===== src/rtl/tick_mon_pkg.sv =====
// Shared constants for the tick monitor: register word addresses, the boot key
// and STATUS bit positions.
package tick_mon_pkg;

    localparam logic [7:0]  TM_REG_STATUS   = 8'h00;
    localparam logic [7:0]  TM_REG_BOOT     = 8'h01;
    localparam logic [7:0]  TM_REG_CAP_BASE = 8'h10;
    localparam logic [7:0]  TM_REG_CNT_BASE = 8'h20;

    localparam logic [15:0] TM_BOOT_KEY = 16'hB007;

    localparam int TM_STAT_PRESSED = 0;
    localparam int TM_STAT_CAP_VLD = 1;
    localparam int TM_STAT_NCH_LSB = 8;
    localparam int TM_STAT_SOF_LSB = 16;

endpackage


===== src/rtl/tick_mon_debounce.sv =====
// Two-flop synchroniser followed by a debouncer: the stable level follows the raw
// input only after it has differed for 2^DEB_W consecutive cycles.
module tick_mon_debounce
#(
    parameter int DEB_W = 16
) (
    input  logic clk,
    input  logic rst_n,
    input  logic raw,
    output logic stable
);

    logic             sync_a;
    logic             sync_b;
    logic [DEB_W-1:0] deb_cnt;

    // The button idles high, so the synchroniser and stable state reset to 1.
    always_ff @(posedge clk or negedge rst_n) begin
        if (!rst_n) begin
            sync_a <= 1'b1;
            sync_b <= 1'b1;
        end else begin
            sync_a <= raw;
            sync_b <= sync_a;
        end
    end

    always_ff @(posedge clk or negedge rst_n) begin
        if (!rst_n) begin
            deb_cnt <= '0;
            stable  <= 1'b1;
        end else if (sync_b == stable) begin
            deb_cnt <= '0;
        end else if (&deb_cnt) begin
            stable  <= sync_b;
            deb_cnt <= '0;
        end else begin
            deb_cnt <= deb_cnt + DEB_W'(1);
        end
    end

endmodule


===== src/rtl/tick_mon_wb.sv =====
// Wishbone tick monitor: N_CH live tick counters captured on SOF, plus reset request.
// Define TICK_MON_BTN_EN to build in the button debounce and long-press reset path.
module tick_mon_wb
    import tick_mon_pkg::*;
#(
    parameter int          N_CH     = 2,
    parameter int          CNT_W    = 16,
    parameter int          DEB_W    = 16,
    parameter int unsigned LONG_CYC = 24'd12_000_000
) (
    input  logic            clk,
    input  logic            rst_n,
    input  logic [N_CH-1:0] tick_in,
    input  logic            tick_sof,
    input  logic            btn,
    output logic            rst_req,
    input  logic [7:0]      wb_addr,
    output logic [31:0]     wb_rdata,
    input  logic [31:0]     wb_wdata,
    input  logic            wb_we,
    input  logic            wb_cyc,
    output logic            wb_ack
);

    logic [CNT_W-1:0] cnt [N_CH];
    logic [CNT_W-1:0] cap [N_CH];
    logic [15:0]      sof_cnt;
    logic             cap_vld;
    logic             pressed;
    logic             long_hit;
    logic             wr_fire;
    logic [31:0]      rd_mux;

    assign wr_fire = wb_cyc & wb_we & wb_ack;

    // A tick coincident with SOF is included in the captured value.
    for (genvar g = 0; g < N_CH; g++) begin : g_ch
        logic [CNT_W-1:0] cnt_q;
        logic [CNT_W-1:0] cap_q;
        logic [CNT_W-1:0] cnt_inc;

        assign cnt_inc = cnt_q + CNT_W'(tick_in[g]);

        always_ff @(posedge clk or negedge rst_n) begin
            if (!rst_n) begin
                cnt_q <= '0;
                cap_q <= '0;
            end else begin
                cnt_q <= cnt_inc;
                if (tick_sof) begin
                    cap_q <= cnt_inc;
                end
            end
        end

        assign cnt[g] = cnt_q;
        assign cap[g] = cap_q;
    end

    // A capture in the same cycle as a firmware clear keeps cap_vld set.
    always_ff @(posedge clk or negedge rst_n) begin
        if (!rst_n) begin
            sof_cnt <= '0;
            cap_vld <= 1'b0;
        end else if (tick_sof) begin
            sof_cnt <= sof_cnt + 16'd1;
            cap_vld <= 1'b1;
        end else if (wr_fire && wb_addr == TM_REG_STATUS && wb_wdata[TM_STAT_CAP_VLD]) begin
            cap_vld <= 1'b0;
        end
    end

    always_comb begin
        rd_mux = '0;
        if (wb_addr == TM_REG_STATUS) begin
            rd_mux[TM_STAT_PRESSED]        = pressed;
            rd_mux[TM_STAT_CAP_VLD]        = cap_vld;
            rd_mux[TM_STAT_NCH_LSB +: 8]   = 8'(N_CH);
            rd_mux[TM_STAT_SOF_LSB +: 16]  = sof_cnt;
        end
        for (int i = 0; i < N_CH; i++) begin
            if (wb_addr == TM_REG_CAP_BASE + 8'(i)) begin
                rd_mux = 32'(cap[i]);
            end
            if (wb_addr == TM_REG_CNT_BASE + 8'(i)) begin
                rd_mux = 32'(cnt[i]);
            end
        end
    end

    always_ff @(posedge clk or negedge rst_n) begin
        if (!rst_n) begin
            wb_ack   <= 1'b0;
            wb_rdata <= '0;
        end else begin
            wb_ack   <= wb_cyc & ~wb_ack;
            wb_rdata <= (wb_cyc & ~wb_ack) ? rd_mux : '0;
        end
    end

    always_ff @(posedge clk or negedge rst_n) begin
        if (!rst_n) begin
            rst_req <= 1'b0;
        end else if (long_hit ||
                     (wr_fire && wb_addr == TM_REG_BOOT && wb_wdata[31:16] == TM_BOOT_KEY)) begin
            rst_req <= 1'b1;
        end
    end

`ifdef TICK_MON_BTN_EN
    localparam int               HOLD_W   = $clog2(LONG_CYC + 1);
    localparam logic [HOLD_W-1:0] HOLD_MAX = HOLD_W'(LONG_CYC);
    localparam logic [HOLD_W-1:0] HOLD_PRE = HOLD_W'(LONG_CYC - 1);

    logic              btn_stable;
    logic [HOLD_W-1:0] hold_cnt;
    logic              unused_in;

    tick_mon_debounce #(
        .DEB_W (DEB_W)
    ) u_debounce (
        .clk    (clk),
        .rst_n  (rst_n),
        .raw    (btn),
        .stable (btn_stable)
    );

    assign pressed   = ~btn_stable;
    assign long_hit  = pressed && (hold_cnt >= HOLD_PRE);
    assign unused_in = ^{wb_wdata[15:2], wb_wdata[0]};

    // Hold counter saturates so a very long press cannot wrap back below the threshold.
    always_ff @(posedge clk or negedge rst_n) begin
        if (!rst_n) begin
            hold_cnt <= '0;
        end else if (!pressed) begin
            hold_cnt <= '0;
        end else if (hold_cnt != HOLD_MAX) begin
            hold_cnt <= hold_cnt + HOLD_W'(1);
        end
    end
`else
    logic unused_in;

    assign pressed   = 1'b0;
    assign long_hit  = 1'b0;
    assign unused_in = ^{btn, wb_wdata[15:2], wb_wdata[0]};
`endif

endmodule


===== config.mk =====
export PLATFORM = sky130hd
export DESIGN_NAME = tick_mon_wb
export DESIGN_NICKNAME = d
export VERILOG_FILES = /design/src/rtl/tick_mon_pkg.sv /design/src/rtl/tick_mon_debounce.sv /design/src/rtl/tick_mon_wb.sv
export SDC_FILE = /design/constraint.sdc
export NUM_CORES = 1
export LEC_CHECK = 0
export BUFFER_PORTS_ARGS = -buffer_cell sky130_fd_sc_hd__buf_2
export CAP_MARGIN = 25
export CORE_UTILIZATION = 48
export DETAILED_ROUTE_END_ITERATION = 16
export PLACE_DENSITY = 0.76
export REMOVE_ABC_BUFFERS = 1
export SYNTH_ARGS = -nofsm -noshare
export SYNTH_HDL_FRONTEND = slang
export SYNTH_HIERARCHICAL = 1
export SYNTH_SLANG_ARGS = --single-unit

===== constraint.sdc =====
create_clock -name clk -period 2 [get_ports clk]
set_input_delay 0.4 -clock clk [delete_from_list [all_inputs] [get_ports clk]]
set_output_delay 0.4 -clock clk [all_outputs]
set_load 0.1 [all_outputs]

==> results list <==
* Residual overflow from global routing: 0
- Length of the first detailed-routing pass in iterations: 4
- Number of standard cells in the layout, taps in and fillers out: roughly 670
- Yosys mapped a number of flops with a built-in enable equal to 0.
- Clock insertion delay at the later pin of the skew report: 0.51 ns
* Power share of the combinational group: between 10% and 20%
* Result of the run: completed
* First-pass GRT wire length: 18.0 mm
- Worst Clk Skew: 0.00760 ns
* Via count of the first global-routing pass: between 3,000 and 4,000
- Number of placed cells counting well taps: ~640
- Post-CTS repair changed the size of 0 cells.
* Number of synthesized register bits: 115
- Fraction of synthesis flops using an asynchronous set or reset pin: between 90% and 100%
* Final slew viol count: 0
- Reg2reg setup slack: 0.24 ns
* Post-route worst setup slack: 0.238 ns
- Synthesis handed over a netlist of 439 instances.
* Final Hold Viols: 0
- In this run the static leakage power is 2.92 nW.
* Post-route fraction of the period consumed by the critical path: 88.1%
- The clock passes through at most 2 buffers.
* Post-placement worst setup slack: 0.00904 ns
- Class of the tightest hold or removal check: primary input to flip-flop
* Internal power consumption: 4.90 mW
- Of the total power, the clock network draws 43.0%.
- The synthesized netlist occupies a cell area of 4980 sq um.
* Post-Route WL: 10.6 mm
- Dividing the detail-routed wire length by the instance count gives 15.9 um.
- Cells with a size suffix above 1 make up 28.1% of the layout.
* Slew headroom: approximately three fifths
- Buffers inserted during clock tree synthesis total 17.
- 0 antenna diodes ended up in the layout.
- Entering global routing, the biggest net connects 50 pins.
* Port Buf Inserts: 65
- Max Fclk: ~570 MHz
* Synthesis-to-layout area growth: 23.4%
- Crit path time final: between 1.5 and 2 ns
- Clk root buf: clkbuf_8
- The worst setup path is captured at a flip-flop.
- Switching part of the total: between 20% and 30%
* Worst path cell trace: ha_1 -> ha_1 -> nand4_1 -> xnor2_1 -> mux2_2
- The die is 104 um wide.
- The detailed router placed 3,593 vias in this run.
* Detailed Route Iter0 Violations: ~220
* Placed standard-cell area: 5550 sq um
- CTS H-Tree Depth: 4
- Area of combinational cells with multiple inputs: 1990 sq um
- The count of nets left with antenna violations once routing finished came out at 0.
* Critical path class: flip-flop to flip-flop
- Gr usage total: 21.6%
- The worst setup path is launched from a flip-flop.
* Main flop type after synthesis: dfrtp_1
- Clock-pin slew was measured on the worst setup and hold paths at about 0.060 ns.
- Initial antenna violation count: 0
- Via-to-Cell Ratio: 5.39
- In this design, the critical path's most frequently occurring cell is ha_1.
- Routability-driven placement finished with a final weighted congestion of ~0.8.
* Finished layout cell area: 6140 sq um
* I/O pin count: 82
- Unrepaired setup endpoints after global routing: false
- Area of the placeable core: 9910 sq um
- Synth Area per Inst: 11.3 sq um
- Counting the fill cells in the layout gives around 800.
- For the worst setup path, the data arrival time is 2.16 ns.
- In this run the vertical extent of the chip is 104 um.
- The tightest hold path in the finished design has a slack of around 0.15 ns.
* CTS sink cnt: 115
* Reported net switching power: 1.87 mW
- In this run the worst path has a maximum fanout of 7.
* Row cnt: 36
- Final Net Count: between 500 and 600
* Max-cap violations: 0
- Post-synthesis cell type count: 45
- Cells fill 62.0% of the core in the end.
* Data required time at the worst endpoint: between 2 and 2.5 ns
* Die ar.: 10,800 sq um
- Initial Util: 50.2%
- Peak ir drop on the vdd network: 0.621 mV
- Sequential elements use 57.8% of the synthesized area.
- In the routed design, unresolved DRC markers number 0.
- Detailed placement HPWL: 7.28 mm
* Critical path's slowest cell: ha_1
- For this run, the number of Yosys warnings is 6.
- FF+latch area: 2880 sq um
- Total power density per cell area: 1100 nW/um^2
- Transition at the pin with the smallest max-transition slack: 0.625 ns
- On the worst path, the slowest cell contributes a delay of 0.39 ns.
- Registers are responsible for 44.8% of the overall power.
- Number of setup violations in the final report: 0
* Clock tree from TritonCTS: built
==> flip-flops by register name, summed over array words and instances, names as in the netlist <==
register and count:
g_ch.cnt_q 32, g_ch.cap_q 32, wb_rdata 32, cap_vld 1, wb_ack 1, sof_cnt 16, rst_req 1
==> cell type report <==
class / count / area share (%)
inverter: 3 / 0.183
clock inverter: 13 / 2.48
timing repair buffer: 85 / 8.43
clock buffer: 18 / 6.97
multi-input combinational: 300 / 32.4
tap: 133 / 2.71
sequential: 115 / 46.8
==> power by group through the flow <==
stage | clock network (mW) | registers, mW | logic, mW
6_report | 2.91 | 3.03 | 0.827
3_5_place_dp | 0 | 3.05 | 0.819
3_3_place_gp | 0 | 3.03 | 0.770
2_1_floorplan | 0 | 2.98 | 0.531
4_1_cts | 2.96 | 3.02 | 0.835
5_1_grt | 3.09 | 3.08 | 0.914
==> what timing repair did <==
action                    4_1_cts  5_1_grt
buffers inserted                0        0
hold buffers                    1        0
hold endpoints to repair       46        0
==> kinds of logic (layout without fill, tap and decap cells) <==
kind of cell	Yosys count	after routing	share of synthesized area, %
compound gates	57	57	6.44
fa+ha+maj	5	5	1.26
xor+xnor	40	40	7.04
flops	115	115	57.8
simple gates	167	167	18.3
mux	31	31	6.99
buf+inv	24	119	2.21
==> synthesized netlist by cell type, types with 6 or more instances <==
master | instances | area share [%]
a21oi_1 | 15 | 1.5
and2_1 | 18 | 2.3
and3_1 | 7 | 0.88
clkbuf_1 | 12 | 0.90
dfrtp_1 | 115 | 58
mux2_2 | 30 | 6.8
nand2_1 | 30 | 2.3
nand3_1 | 25 | 2.5
nand4_1 | 15 | 1.9
nor2_1 | 36 | 2.7
nor4_1 | 6 | 0.75
o21ai_0 | 10 | 1.0
o21ai_1 | 19 | 1.9
xnor2_1 | 29 | 5.1
xor2_1 | 11 | 1.9
==> through the flow <==
step / setup TNS (ns) / power, mW
global route: 0 / 7.08
finish: 0 / 6.76
CTS: 0 / 6.81
floorplan: -4.45 / 3.51
detailed placement: 0 / 3.87
global placement: 0 / 3.80
==> critical path: cells and delay by family, from the launching register on <==
| kind | cells | cell delay [ns] |
|---|---|---|
| DFF | 1 | 0.35 |
| adders and majority gates | 2 | 0.69 |
| and+or+nand+nor | 1 | 0.17 |
| xor gates and xnor gates | 1 | 0.17 |
| muxes | 1 | 0.27 |
==> final timing paths <==
check | startpoint | cells after the start | end
max | g_ch[0].cnt_q[0] | 5 | g_ch[0].cap_q[10]
min | tick_in[0] | 2 | g_ch[0].cnt_q[0]
min reg2reg | rst_req | 1 | rst_req
max in group asynchronous | rst_n | 3 | g_ch[1].cap_q[1]
min in group asynchronous | rst_n | 2 | wb_rdata[15]
max reg2reg | g_ch[0].cnt_q[0] | 5 | g_ch[0].cap_q[10]
==> cell usage in the layout, fill, tap and decap left out, types with 10 or more instances in the layout <==
cell         n
clkbuf_16   16
buf_2       64
nand2_1     30
nor2_1      36
buf_4       17
nand4_1     15
nand3_1     25
dfrtp_1    115
xnor2_1     29
o21ai_0     10
a21oi_1     15
xor2_1      11
o21ai_1     19
mux2_2      30
and2_1      18
==> per-layer routing <==
| layer | wire length (um) | GRT usage, % | up-vias |
|---|---|---|---|
| li1 | - | - | 1711 |
| met1 | 4640 | 28.1 | 1743 |
| met2 | 5160 | 34.1 | 125 |
| met3 | 597 | 5.85 | 14 |
| met4 | 206 | 9.39 | 0 |
| met5 | 0 | 0 | - |
Note: power is estimated with default switching activity, not from simulation.
